<file path="config.mk">
export PLATFORM = sky130hd
export DESIGN_NAME = ysyx_24100029_axi_arbiter
export DESIGN_NICKNAME = d
export VERILOG_FILES = /design/src/rtl/ysyx_24100029_axi_pkg.sv /design/src/rtl/ysyx_24100029_arb_pick.sv /design/src/rtl/ysyx_24100029_axi_arbiter.sv
export SDC_FILE = /design/constraint.sdc
export NUM_CORES = 1
export LEC_CHECK = 0
export BUFFER_PORTS_ARGS = -buffer_cell sky130_fd_sc_hd__buf_2
export CORE_AREA = 10 10 176 178
export CTS_CLUSTER_DIAMETER = 40
export DETAILED_ROUTE_END_ITERATION = 7
export DIE_AREA = 0 0 186 188
export PLACE_DENSITY = 0.34
export SLEW_MARGIN = 0
export SYNTH_ARGS = -nofsm -noshare
export SYNTH_HDL_FRONTEND = slang
export SYNTH_SLANG_ARGS = --single-unit
export TNS_END_PERCENT = 20
</file>
<file path="constraint.sdc">
create_clock -name clk_i -period 1.75 [get_ports clk_i]
set_input_delay 0.0875 -clock clk_i [delete_from_list [all_inputs] [get_ports clk_i]]
set_output_delay 0.0875 -clock clk_i [all_outputs]
set_load 0.03 [all_outputs]
</file>
<file path="src/rtl/ysyx_24100029_axi_pkg.sv">
// ---------------------------------------------------------------------------
// ysyx_24100029_axi_pkg
// Shared types and constants for the IFU/LSU -> single AXI4 master arbiter.
//   arb_state_e   : arbiter FSM states (IDLE, IFU_RD, LSU_RD, LSU_WR)
//   BURST_*       : AXI burst type codes
//   RESP_*        : AXI response codes
//   SIZE_4B       : AXI size code for 4-byte beats
//   is_read_grant : true for the two read grant states
// ---------------------------------------------------------------------------
package ysyx_24100029_axi_pkg;

    typedef enum logic [1:0] {
        IDLE   = 2'd0,
        IFU_RD = 2'd1,
        LSU_RD = 2'd2,
        LSU_WR = 2'd3
    } arb_state_e;

    localparam logic [1:0] BURST_FIXED = 2'b00;
    localparam logic [1:0] BURST_INCR  = 2'b01;

    localparam logic [1:0] RESP_OKAY   = 2'b00;
    localparam logic [1:0] RESP_EXOKAY = 2'b01;
    localparam logic [1:0] RESP_SLVERR = 2'b10;
    localparam logic [1:0] RESP_DECERR = 2'b11;

    localparam logic [2:0] SIZE_4B = 3'b010;

    function automatic logic is_read_grant(input arb_state_e s);
        return (s == IFU_RD) || (s == LSU_RD);
    endfunction

endpackage

</file>
<file path="src/rtl/ysyx_24100029_arb_pick.sv">
// ---------------------------------------------------------------------------
// ysyx_24100029_arb_pick
// Combinational request-to-grant selection used by the arbiter in IDLE.
//   ifu_rd_req_i : IFU read request (ifu_arvalid)
//   lsu_rd_req_i : LSU read request (lsu_arvalid)
//   lsu_wr_req_i : LSU write request (lsu_awvalid)
//   last_lsu_i   : last read grant went to the LSU (round-robin build only)
//   grant_o      : state to enter on the next edge (IDLE when nothing pending)
// Configuration macro: YSYX_24100029_ARB_RR_EN selects round-robin between
// the two readers; writes always win.
// ---------------------------------------------------------------------------
module ysyx_24100029_arb_pick
    import ysyx_24100029_axi_pkg::*;
(
    input  logic       ifu_rd_req_i,
    input  logic       lsu_rd_req_i,
    input  logic       lsu_wr_req_i,
`ifdef YSYX_24100029_ARB_RR_EN
    input  logic       last_lsu_i,
`endif
    output arb_state_e grant_o
);

    always_comb begin
        grant_o = IDLE;
        if (lsu_wr_req_i) begin
            grant_o = LSU_WR;
        end
`ifdef YSYX_24100029_ARB_RR_EN
        // Read tie: the reader that did not get the previous read grant wins.
        else if (lsu_rd_req_i && ifu_rd_req_i) begin
            grant_o = last_lsu_i ? IFU_RD : LSU_RD;
        end
`endif
        else if (lsu_rd_req_i) begin
            grant_o = LSU_RD;
        end else if (ifu_rd_req_i) begin
            grant_o = IFU_RD;
        end
    end

endmodule

</file>
<file path="src/rtl/ysyx_24100029_axi_arbiter.sv">
// ---------------------------------------------------------------------------
// ysyx_24100029_axi_arbiter
// Shares one AXI4 master port between the IFU (read only) and the LSU
// (read + write). One transaction is granted at a time; the grant is held
// until the final R beat (reads) or the B handshake (writes), followed by a
// single IDLE cycle in which the next request is arbitrated.
// Ports:
//   clk_i, rst_ni         : clock, asynchronous active-low reset
//   ifu_ar*/ifu_r*        : IFU read channels
//   lsu_ar*/lsu_r*        : LSU read channels
//   lsu_aw*/lsu_w*/lsu_b* : LSU write channels
//   m_*                   : downstream AXI4 master port
// Configuration macro: YSYX_24100029_ARB_RR_EN (round-robin read arbitration,
// adds a last-grant register).
// ---------------------------------------------------------------------------
module ysyx_24100029_axi_arbiter
    import ysyx_24100029_axi_pkg::*;
#(
    parameter int ADDR_W = 32,
    parameter int DATA_W = 32,
    parameter int ID_W   = 4
) (
    input  logic                clk_i,
    input  logic                rst_ni,
    // IFU read
    input  logic                ifu_arvalid_i,
    output logic                ifu_arready_o,
    input  logic [ADDR_W-1:0]   ifu_araddr_i,
    input  logic [ID_W-1:0]     ifu_arid_i,
    input  logic [7:0]          ifu_arlen_i,
    input  logic [2:0]          ifu_arsize_i,
    input  logic [1:0]          ifu_arburst_i,
    input  logic                ifu_rready_i,
    output logic                ifu_rvalid_o,
    output logic [1:0]          ifu_rresp_o,
    output logic [DATA_W-1:0]   ifu_rdata_o,
    output logic                ifu_rlast_o,
    output logic [ID_W-1:0]     ifu_rid_o,
    // LSU read
    input  logic                lsu_arvalid_i,
    output logic                lsu_arready_o,
    input  logic [ADDR_W-1:0]   lsu_araddr_i,
    input  logic [ID_W-1:0]     lsu_arid_i,
    input  logic [7:0]          lsu_arlen_i,
    input  logic [2:0]          lsu_arsize_i,
    input  logic [1:0]          lsu_arburst_i,
    input  logic                lsu_rready_i,
    output logic                lsu_rvalid_o,
    output logic [1:0]          lsu_rresp_o,
    output logic [DATA_W-1:0]   lsu_rdata_o,
    output logic                lsu_rlast_o,
    output logic [ID_W-1:0]     lsu_rid_o,
    // LSU write
    input  logic                lsu_awvalid_i,
    output logic                lsu_awready_o,
    input  logic [ADDR_W-1:0]   lsu_awaddr_i,
    input  logic [ID_W-1:0]     lsu_awid_i,
    input  logic [7:0]          lsu_awlen_i,
    input  logic [2:0]          lsu_awsize_i,
    input  logic [1:0]          lsu_awburst_i,
    input  logic                lsu_wvalid_i,
    output logic                lsu_wready_o,
    input  logic [DATA_W-1:0]   lsu_wdata_i,
    input  logic [DATA_W/8-1:0] lsu_wstrb_i,
    input  logic                lsu_wlast_i,
    input  logic                lsu_bready_i,
    output logic                lsu_bvalid_o,
    output logic [1:0]          lsu_bresp_o,
    output logic [ID_W-1:0]     lsu_bid_o,
    // Downstream master
    output logic                m_arvalid_o,
    input  logic                m_arready_i,
    output logic [ADDR_W-1:0]   m_araddr_o,
    output logic [ID_W-1:0]     m_arid_o,
    output logic [7:0]          m_arlen_o,
    output logic [2:0]          m_arsize_o,
    output logic [1:0]          m_arburst_o,
    output logic                m_rready_o,
    input  logic                m_rvalid_i,
    input  logic [1:0]          m_rresp_i,
    input  logic [DATA_W-1:0]   m_rdata_i,
    input  logic                m_rlast_i,
    input  logic [ID_W-1:0]     m_rid_i,
    output logic                m_awvalid_o,
    input  logic                m_awready_i,
    output logic [ADDR_W-1:0]   m_awaddr_o,
    output logic [ID_W-1:0]     m_awid_o,
    output logic [7:0]          m_awlen_o,
    output logic [2:0]          m_awsize_o,
    output logic [1:0]          m_awburst_o,
    output logic                m_wvalid_o,
    input  logic                m_wready_i,
    output logic [DATA_W-1:0]   m_wdata_o,
    output logic [DATA_W/8-1:0] m_wstrb_o,
    output logic                m_wlast_o,
    output logic                m_bready_o,
    input  logic                m_bvalid_i,
    input  logic [1:0]          m_bresp_i,
    input  logic [ID_W-1:0]     m_bid_i
);

    arb_state_e state_q;
    arb_state_e pick_grant;
    // Set once the AR/AW of the current grant has handshaken, so a master
    // cannot slip a second address through under the same grant.
    logic       addr_done_q;
`ifdef YSYX_24100029_ARB_RR_EN
    logic       last_lsu_q;
`endif

    logic gnt_ifu, gnt_lsu_rd, gnt_lsu_wr, gnt_rd, addr_open;
    logic ar_hs, aw_hs, r_done, b_done;

    ysyx_24100029_arb_pick u_pick (
        .ifu_rd_req_i (ifu_arvalid_i),
        .lsu_rd_req_i (lsu_arvalid_i),
        .lsu_wr_req_i (lsu_awvalid_i),
`ifdef YSYX_24100029_ARB_RR_EN
        .last_lsu_i   (last_lsu_q),
`endif
        .grant_o      (pick_grant)
    );

    assign gnt_ifu    = (state_q == IFU_RD);
    assign gnt_lsu_rd = (state_q == LSU_RD);
    assign gnt_lsu_wr = (state_q == LSU_WR);
    assign gnt_rd     = is_read_grant(state_q);
    assign addr_open  = ~addr_done_q;

    // Read address: muxed by grant; valid/ready gated so IDLE shows nothing.
    assign m_arvalid_o = addr_open & ((gnt_ifu & ifu_arvalid_i) | (gnt_lsu_rd & lsu_arvalid_i));
    assign m_araddr_o  = gnt_lsu_rd ? lsu_araddr_i  : ifu_araddr_i;
    assign m_arid_o    = gnt_lsu_rd ? lsu_arid_i    : ifu_arid_i;
    assign m_arlen_o   = gnt_lsu_rd ? lsu_arlen_i   : ifu_arlen_i;
    assign m_arsize_o  = gnt_lsu_rd ? lsu_arsize_i  : ifu_arsize_i;
    assign m_arburst_o = gnt_lsu_rd ? lsu_arburst_i : ifu_arburst_i;
    assign ifu_arready_o = gnt_ifu    & addr_open & m_arready_i;
    assign lsu_arready_o = gnt_lsu_rd & addr_open & m_arready_i;

    // Read data: routed purely by grant state; payload passes through as-is.
    assign m_rready_o   = (gnt_ifu & ifu_rready_i) | (gnt_lsu_rd & lsu_rready_i);
    assign ifu_rvalid_o = gnt_ifu & m_rvalid_i;
    assign lsu_rvalid_o = gnt_lsu_rd & m_rvalid_i;
    assign ifu_rresp_o  = m_rresp_i;
    assign ifu_rdata_o  = m_rdata_i;
    assign ifu_rlast_o  = m_rlast_i;
    assign ifu_rid_o    = m_rid_i;
    assign lsu_rresp_o  = m_rresp_i;
    assign lsu_rdata_o  = m_rdata_i;
    assign lsu_rlast_o  = m_rlast_i;
    assign lsu_rid_o    = m_rid_i;

    // Write channels: only the LSU writes, so only valid/ready need gating.
    assign m_awvalid_o   = gnt_lsu_wr & addr_open & lsu_awvalid_i;
    assign lsu_awready_o = gnt_lsu_wr & addr_open & m_awready_i;
    assign m_awaddr_o    = lsu_awaddr_i;
    assign m_awid_o      = lsu_awid_i;
    assign m_awlen_o     = lsu_awlen_i;
    assign m_awsize_o    = lsu_awsize_i;
    assign m_awburst_o   = lsu_awburst_i;
    assign m_wvalid_o    = gnt_lsu_wr & lsu_wvalid_i;
    assign lsu_wready_o  = gnt_lsu_wr & m_wready_i;
    assign m_wdata_o     = lsu_wdata_i;
    assign m_wstrb_o     = lsu_wstrb_i;
    assign m_wlast_o     = lsu_wlast_i;
    assign m_bready_o    = gnt_lsu_wr & lsu_bready_i;
    assign lsu_bvalid_o  = gnt_lsu_wr & m_bvalid_i;
    assign lsu_bresp_o   = m_bresp_i;
    assign lsu_bid_o     = m_bid_i;

    assign ar_hs  = m_arvalid_o & m_arready_i;
    assign aw_hs  = m_awvalid_o & m_awready_i;
    assign r_done = gnt_rd & m_rvalid_i & m_rready_o & m_rlast_i;
    assign b_done = m_bvalid_i & m_bready_o;

    always_ff @(posedge clk_i or negedge rst_ni) begin
        if (!rst_ni) begin
            state_q     <= IDLE;
            addr_done_q <= 1'b0;
`ifdef YSYX_24100029_ARB_RR_EN
            last_lsu_q  <= 1'b0;
`endif
        end else begin
            case (state_q)
                IDLE: begin
                    state_q     <= pick_grant;
                    addr_done_q <= 1'b0;
`ifdef YSYX_24100029_ARB_RR_EN
                    // Only read grants take part in the rotation.
                    if (pick_grant == IFU_RD) begin
                        last_lsu_q <= 1'b0;
                    end else if (pick_grant == LSU_RD) begin
                        last_lsu_q <= 1'b1;
                    end
`endif
                end
                IFU_RD, LSU_RD: begin
                    if (ar_hs) begin
                        addr_done_q <= 1'b1;
                    end
                    if (r_done) begin
                        state_q <= IDLE;
                    end
                end
                LSU_WR: begin
                    if (aw_hs) begin
                        addr_done_q <= 1'b1;
                    end
                    if (b_done) begin
                        state_q <= IDLE;
                    end
                end
                default: state_q <= IDLE;
            endcase
        end
    end

endmodule
</file>
== Word level (Yosys, flattened, before mapping) ==
Cells that the tools add are included.
Word-level totals
  register bits: 3
  bits in latches: 0
  RAM bits: 0
  ROM bits: 0
  memories kept: 0
Cells by class
  add/subtract/negate cells: 0
  $mul: 0
  divide/modulo/power cells: 0
  magnitude comparators: 0
  equality and inequality tests: 7
  shift-type cells: 0
  mux-type cells: 14
  bitwise gates (word level): 27
  reductions and logical operators: 5
Operators by type and width (number)
  $mux 32: 1
  $and 1x1->1: 24
  $mux 2: 5
  $mux 8: 1
  $pmux 2 s3: 1
  $eq 2x2->1 const B: 2
  $mux 4: 1
  $ne 2x1->1 const B: 2
  $ne 2x2->1 const B: 2
  $reduce_and 2->1: 2
  $mux 1: 3
  $mux 3: 1
  $pmux 1 s3: 1
  $eq 2x1->1 const B: 1
  $logic_not 2->1: 1
  $or 1x1->1: 2
  $reduce_or 2->1: 1
  $logic_or 1x1->1: 1
  $not 1->1: 1

== Longest topological paths before layout ==
  depth after elaboration: 7
  gate-level depth with buffers: 5
  gate-level depth less buffers: 5

== Cells and area by module ==
Synthesis repeated with hierarchy kept, for this count alone.
Second synthesis, totals
  cell total of the unflattened synthesis: 265
  area total of the unflattened synthesis: 2210.9 um2
By module, submodules not included
  ysyx_24100029_axi_arbiter: instances 1, cells an instance 262, area an instance 2193.4 um2
  ysyx_24100029_arb_pick: instances 1, cells an instance 3, area an instance 17.5 um2

== Worst setup path after synthesis ==
No wires, ideal clock.
  kind: flip-flop to output port
  start point: reg state_q[0]
  end point: out m_arid_o[0]
  arrival time: 1403 ps
  data required time: 1662 ps
  setup slack: 260 ps
  cell stages (with the launch flop): 6
  buffers on the path: 2
  cell sequence: dfrtp_1 -> inv_1 -> ha_1 -> buf_4 -> buf_6 -> mux2_2
Between the ends
  cells in the longest elaborated chain, start to end: 2
RTL lines
  start, declared: RTL line ysyx_24100029_axi_arbiter.sv:102  | arb_state_e state_q;
  start signal, assigned: RTL line ysyx_24100029_axi_arbiter.sv:186  | state_q <= pick_grant;
  $eq 2x2->1: RTL line ysyx_24100029_axi_arbiter.sv:125  | assign gnt_lsu_rd = (state_q == LSU_RD);
  $mux 4: RTL line ysyx_24100029_axi_arbiter.sv:133  | assign m_arid_o = gnt_lsu_rd ? lsu_arid_i : ifu_arid_i;
  end, declared: RTL line ysyx_24100029_axi_arbiter.sv:74  | output logic [ID_W-1:0] m_arid_o,
Every way passes these cells.

== Worst setup path after layout ==
  start point: reg state_q[0]
  end point: out m_araddr_o[14]
Between the ends
  cells in the longest elaborated chain, start to end: 2
RTL lines
  $eq 2x2->1: RTL line ysyx_24100029_axi_arbiter.sv:125
  $mux 32: RTL line ysyx_24100029_axi_arbiter.sv:132  | assign m_araddr_o = gnt_lsu_rd ? lsu_araddr_i : ifu_araddr_i;
  end, declared: RTL line ysyx_24100029_axi_arbiter.sv:73  | output logic [ADDR_W-1:0] m_araddr_o,
Every way passes these cells.

==> metrics.yaml <==
die_h_um: 188
p_per_area_nw_per_um2: 1460
min_period_ns: 1.76
fin_ws_ns: -0.0129
avgSynthCellArea_sq_um: 8.37
reg2regPathDepth: 6
clk_pin_slew_ns: 0.03
r2r-start: "state_q[0]"
synthesis.area_sq_um: 2200
vias: 1756
required_ns: 1.66
synth.most_common_cell: "buf_4"
finalHoldViolCount: 0
drive_above_1_share_pct: 89.0
seq_area_frac_synth_pct: 3.41
root_buffer: "clkbuf_16"
hold_depth: 0
wirelength_mm: 11.5
die_area_sq_um: 35000
yosys_warnings: 0
rsz0062_at_grt: "yes"
finalClockSkew_ns: 0.0000803
pre_cts_ws_ns: 0.0787
drc_errors: 0
grt_overflow: 0
clockBufferDepth: 2
postSynthCellCount: 263
hp-start: "lsu_awaddr_i[13]"
failed_checks: "setup timing"
ys.flop_type: "dfrtp_1"
synth_top_area_share_pct: 58.3
syn_nets: 511
cts_buffers: 3
wl_per_cell_um: 18.2
fin_util_pct: 10.4
drv_slew: 0
fp.dieW_um: 186
design.portCount: 474
worst_pin_slew_ns: 0.328
worstReg2RegEnd: "state_q[0]"
synth-async-reset-ratio_pct: 100
post-route-period-util_pct: 101
dp_hpwl_mm: 9.32
htree_levels: 1
core_area_sq_um: 27500
crit_path_max_fanout: 5
start_util_pct: 8.01
hold_class: "input port to output pin"
cts_tree: "done"
grt_max_degree: 21
power_leakage_nw: 1.39
status: "finished, violations left"
peakVddDrop_mv: 0.389
crit_path_top_delay_cell: "dfrtp_1"
timing.critical_path.mode_cell: "buf_6"
track_usage_pct: 5.73
relSlewSlack_pct: 78.1
drtIter0Drc: 21
ys_top_cells_by_count: "buf_4, mux2_2, and2_1, ha_1, inv_1"
max-cap-violations: 0
viasPerCell: 2.80
critPathKind: "flip-flop to output pin"
synth_seq_cells: 3
crit_chain: "inv_2 -> ha_4 -> buf_6 -> clkbuf_16 -> mux2_4 -> buf_6"
cts.sinks: 3
synth_edf_count: 0
finalSetupTns_ns: -0.0740
arrival_ns: 1.68
grt_first_pass_wirelength_mm: 14.5
r2r_slack_ns: 0.10
antenna_found_initial: 3
syn_to_final_growth_pct: 29.9
hold_path_end: "m_awaddr_o[13]"
antenna_left: 0
clkLatencyLatePin_ns: 0.22
worst_setup_path_start_kind: "flip-flop"
slowest_delay_ns: 0.38
synthTopCellsByArea: "buf_4, mux2_2, dfrtp_1"
nNetsFinal: 530
setup_viol: 11
ys_types: 23
grt_pass1_vias: 2018
total_power_mw: 4.19
crit_path_end_kind: "output pin"
drt_first_pass_iters: 4
num_rows: 61
synth_largest_area_cell: "buf_4"
gp_congestion: 0.726
place.port_buffers: 175
fmax_mhz: 567
==> through the flow <==
step,hold slack [ns],cell area [sq um],std cells
after global placement,-0.110,2250,614
after floorplan,-0.208,2200,263
after detailed placement,-0.109,2250,614
final,0.175,2860,628
after CTS,0.175,2670,625
after global routing,0.175,2860,628
==> worst max-delay path, delay by kind of cell (launching register included) <==
| family | cells | cell delay [ns] |
|---|---|---|
| mux | 1 | 0.30 |
| buf+inv | 4 | 0.52 |
| fa+ha+maj | 1 | 0.24 |
| flops | 1 | 0.38 |
==> cells in the final DEF, fill, tap and decap left out, drive strengths merged <==
cell type | netlist | final
inv | 4 | 4
mux2 | 49 | 49
o21ai | 3 | 3
dfrtp | 3 | 3
a22oi | 2 | 2
and2 | 8 | 8
a221oi | 1 | 1
nand2 | 2 | 2
a31oi | 1 | 1
nor2b | 2 | 2
dlygate4sd3 | 0 | 1
ha | 5 | 5
nor2 | 1 | 1
clkbuf | 0 | 5
buf | 175 | 187
diode | 0 | 1
nand2b | 1 | 1
a21boi | 1 | 1
and3 | 2 | 2
mux2i | 2 | 2
a22o | 1 | 1
==> worst max-delay path by stage <==
stage	from	endpoint	slack (ns)	cells after the start
after floorplan	state_q[0]	m_arid_o[0]	0.26	5
after global placement	state_q[1]	state_q[1]	0.09	5
after detailed placement	state_q[0]	m_araddr_o[20]	0.08	5
after CTS	state_q[0]	m_araddr_o[0]	-0.10	5
after global routing	state_q[0]	m_araddr_o[22]	-0.07	6
final	state_q[0]	m_araddr_o[14]	-0.01	6
==> layout make-up <==
type,count,area (sq um)
Fill cell,3179,24600
Timing Repair Buffer,189,1320
Multi-Input combinational cell,81,938
Tap cell,346,433
Clock buffer,4,78.8
Sequential cell,3,76.3
Inverter,4,15.0
Antenna cell,1,2.50
==> per-layer routing <==
metal  track usage, %  wire, um  vias up
met4             3.88       709        0
met3             4.54      2170       68
met1             4.92      3510      747
met5                0         0        -
met2             8.96      5070      220
li1                 -         -      721
==> flip-flops by register name (all words and copies together), names as in the netlist <==
name,count
addr_done_q,1
state_q,2
==> cell families (layout without fill, tap and decap cells) <==
| group | after synthesis | count (layout) | share of synthesized area [%] |
|---|---|---|---|
| buffers and inverters | 179 | 197 | 60.2 |
| multiplexers | 51 | 51 | 26.0 |
| AND/OR/NAND/NOR | 16 | 16 | 4.32 |
| AO/OA/AOI/OAI | 9 | 9 | 3.30 |
| adder cells (fa/ha/maj) | 5 | 5 | 2.84 |
| flip-flops | 3 | 3 | 3.41 |
| other | 0 | 1 | 0 |
==> power by group <==
| part | switching, mW | total [mW] | internal [mW] |
|---|---|---|---|
| registers | 0.0389 | 0.148 | 0.109 |
| clock network | 0.0594 | 0.360 | 0.300 |
| logic | 1.88 | 3.68 | 1.80 |
| total | 1.98 | 4.19 | 2.20 |
==> timing repair <==
item,in CTS,in global routing
setup endpoints to repair,49,56
resized for setup,61,66
endpoints found under the hold margin,3,0
cloned,3,1
buffers inserted,3,2
hold buffers,1,0
No activity file was read; power rests on OpenSTA's default activity.
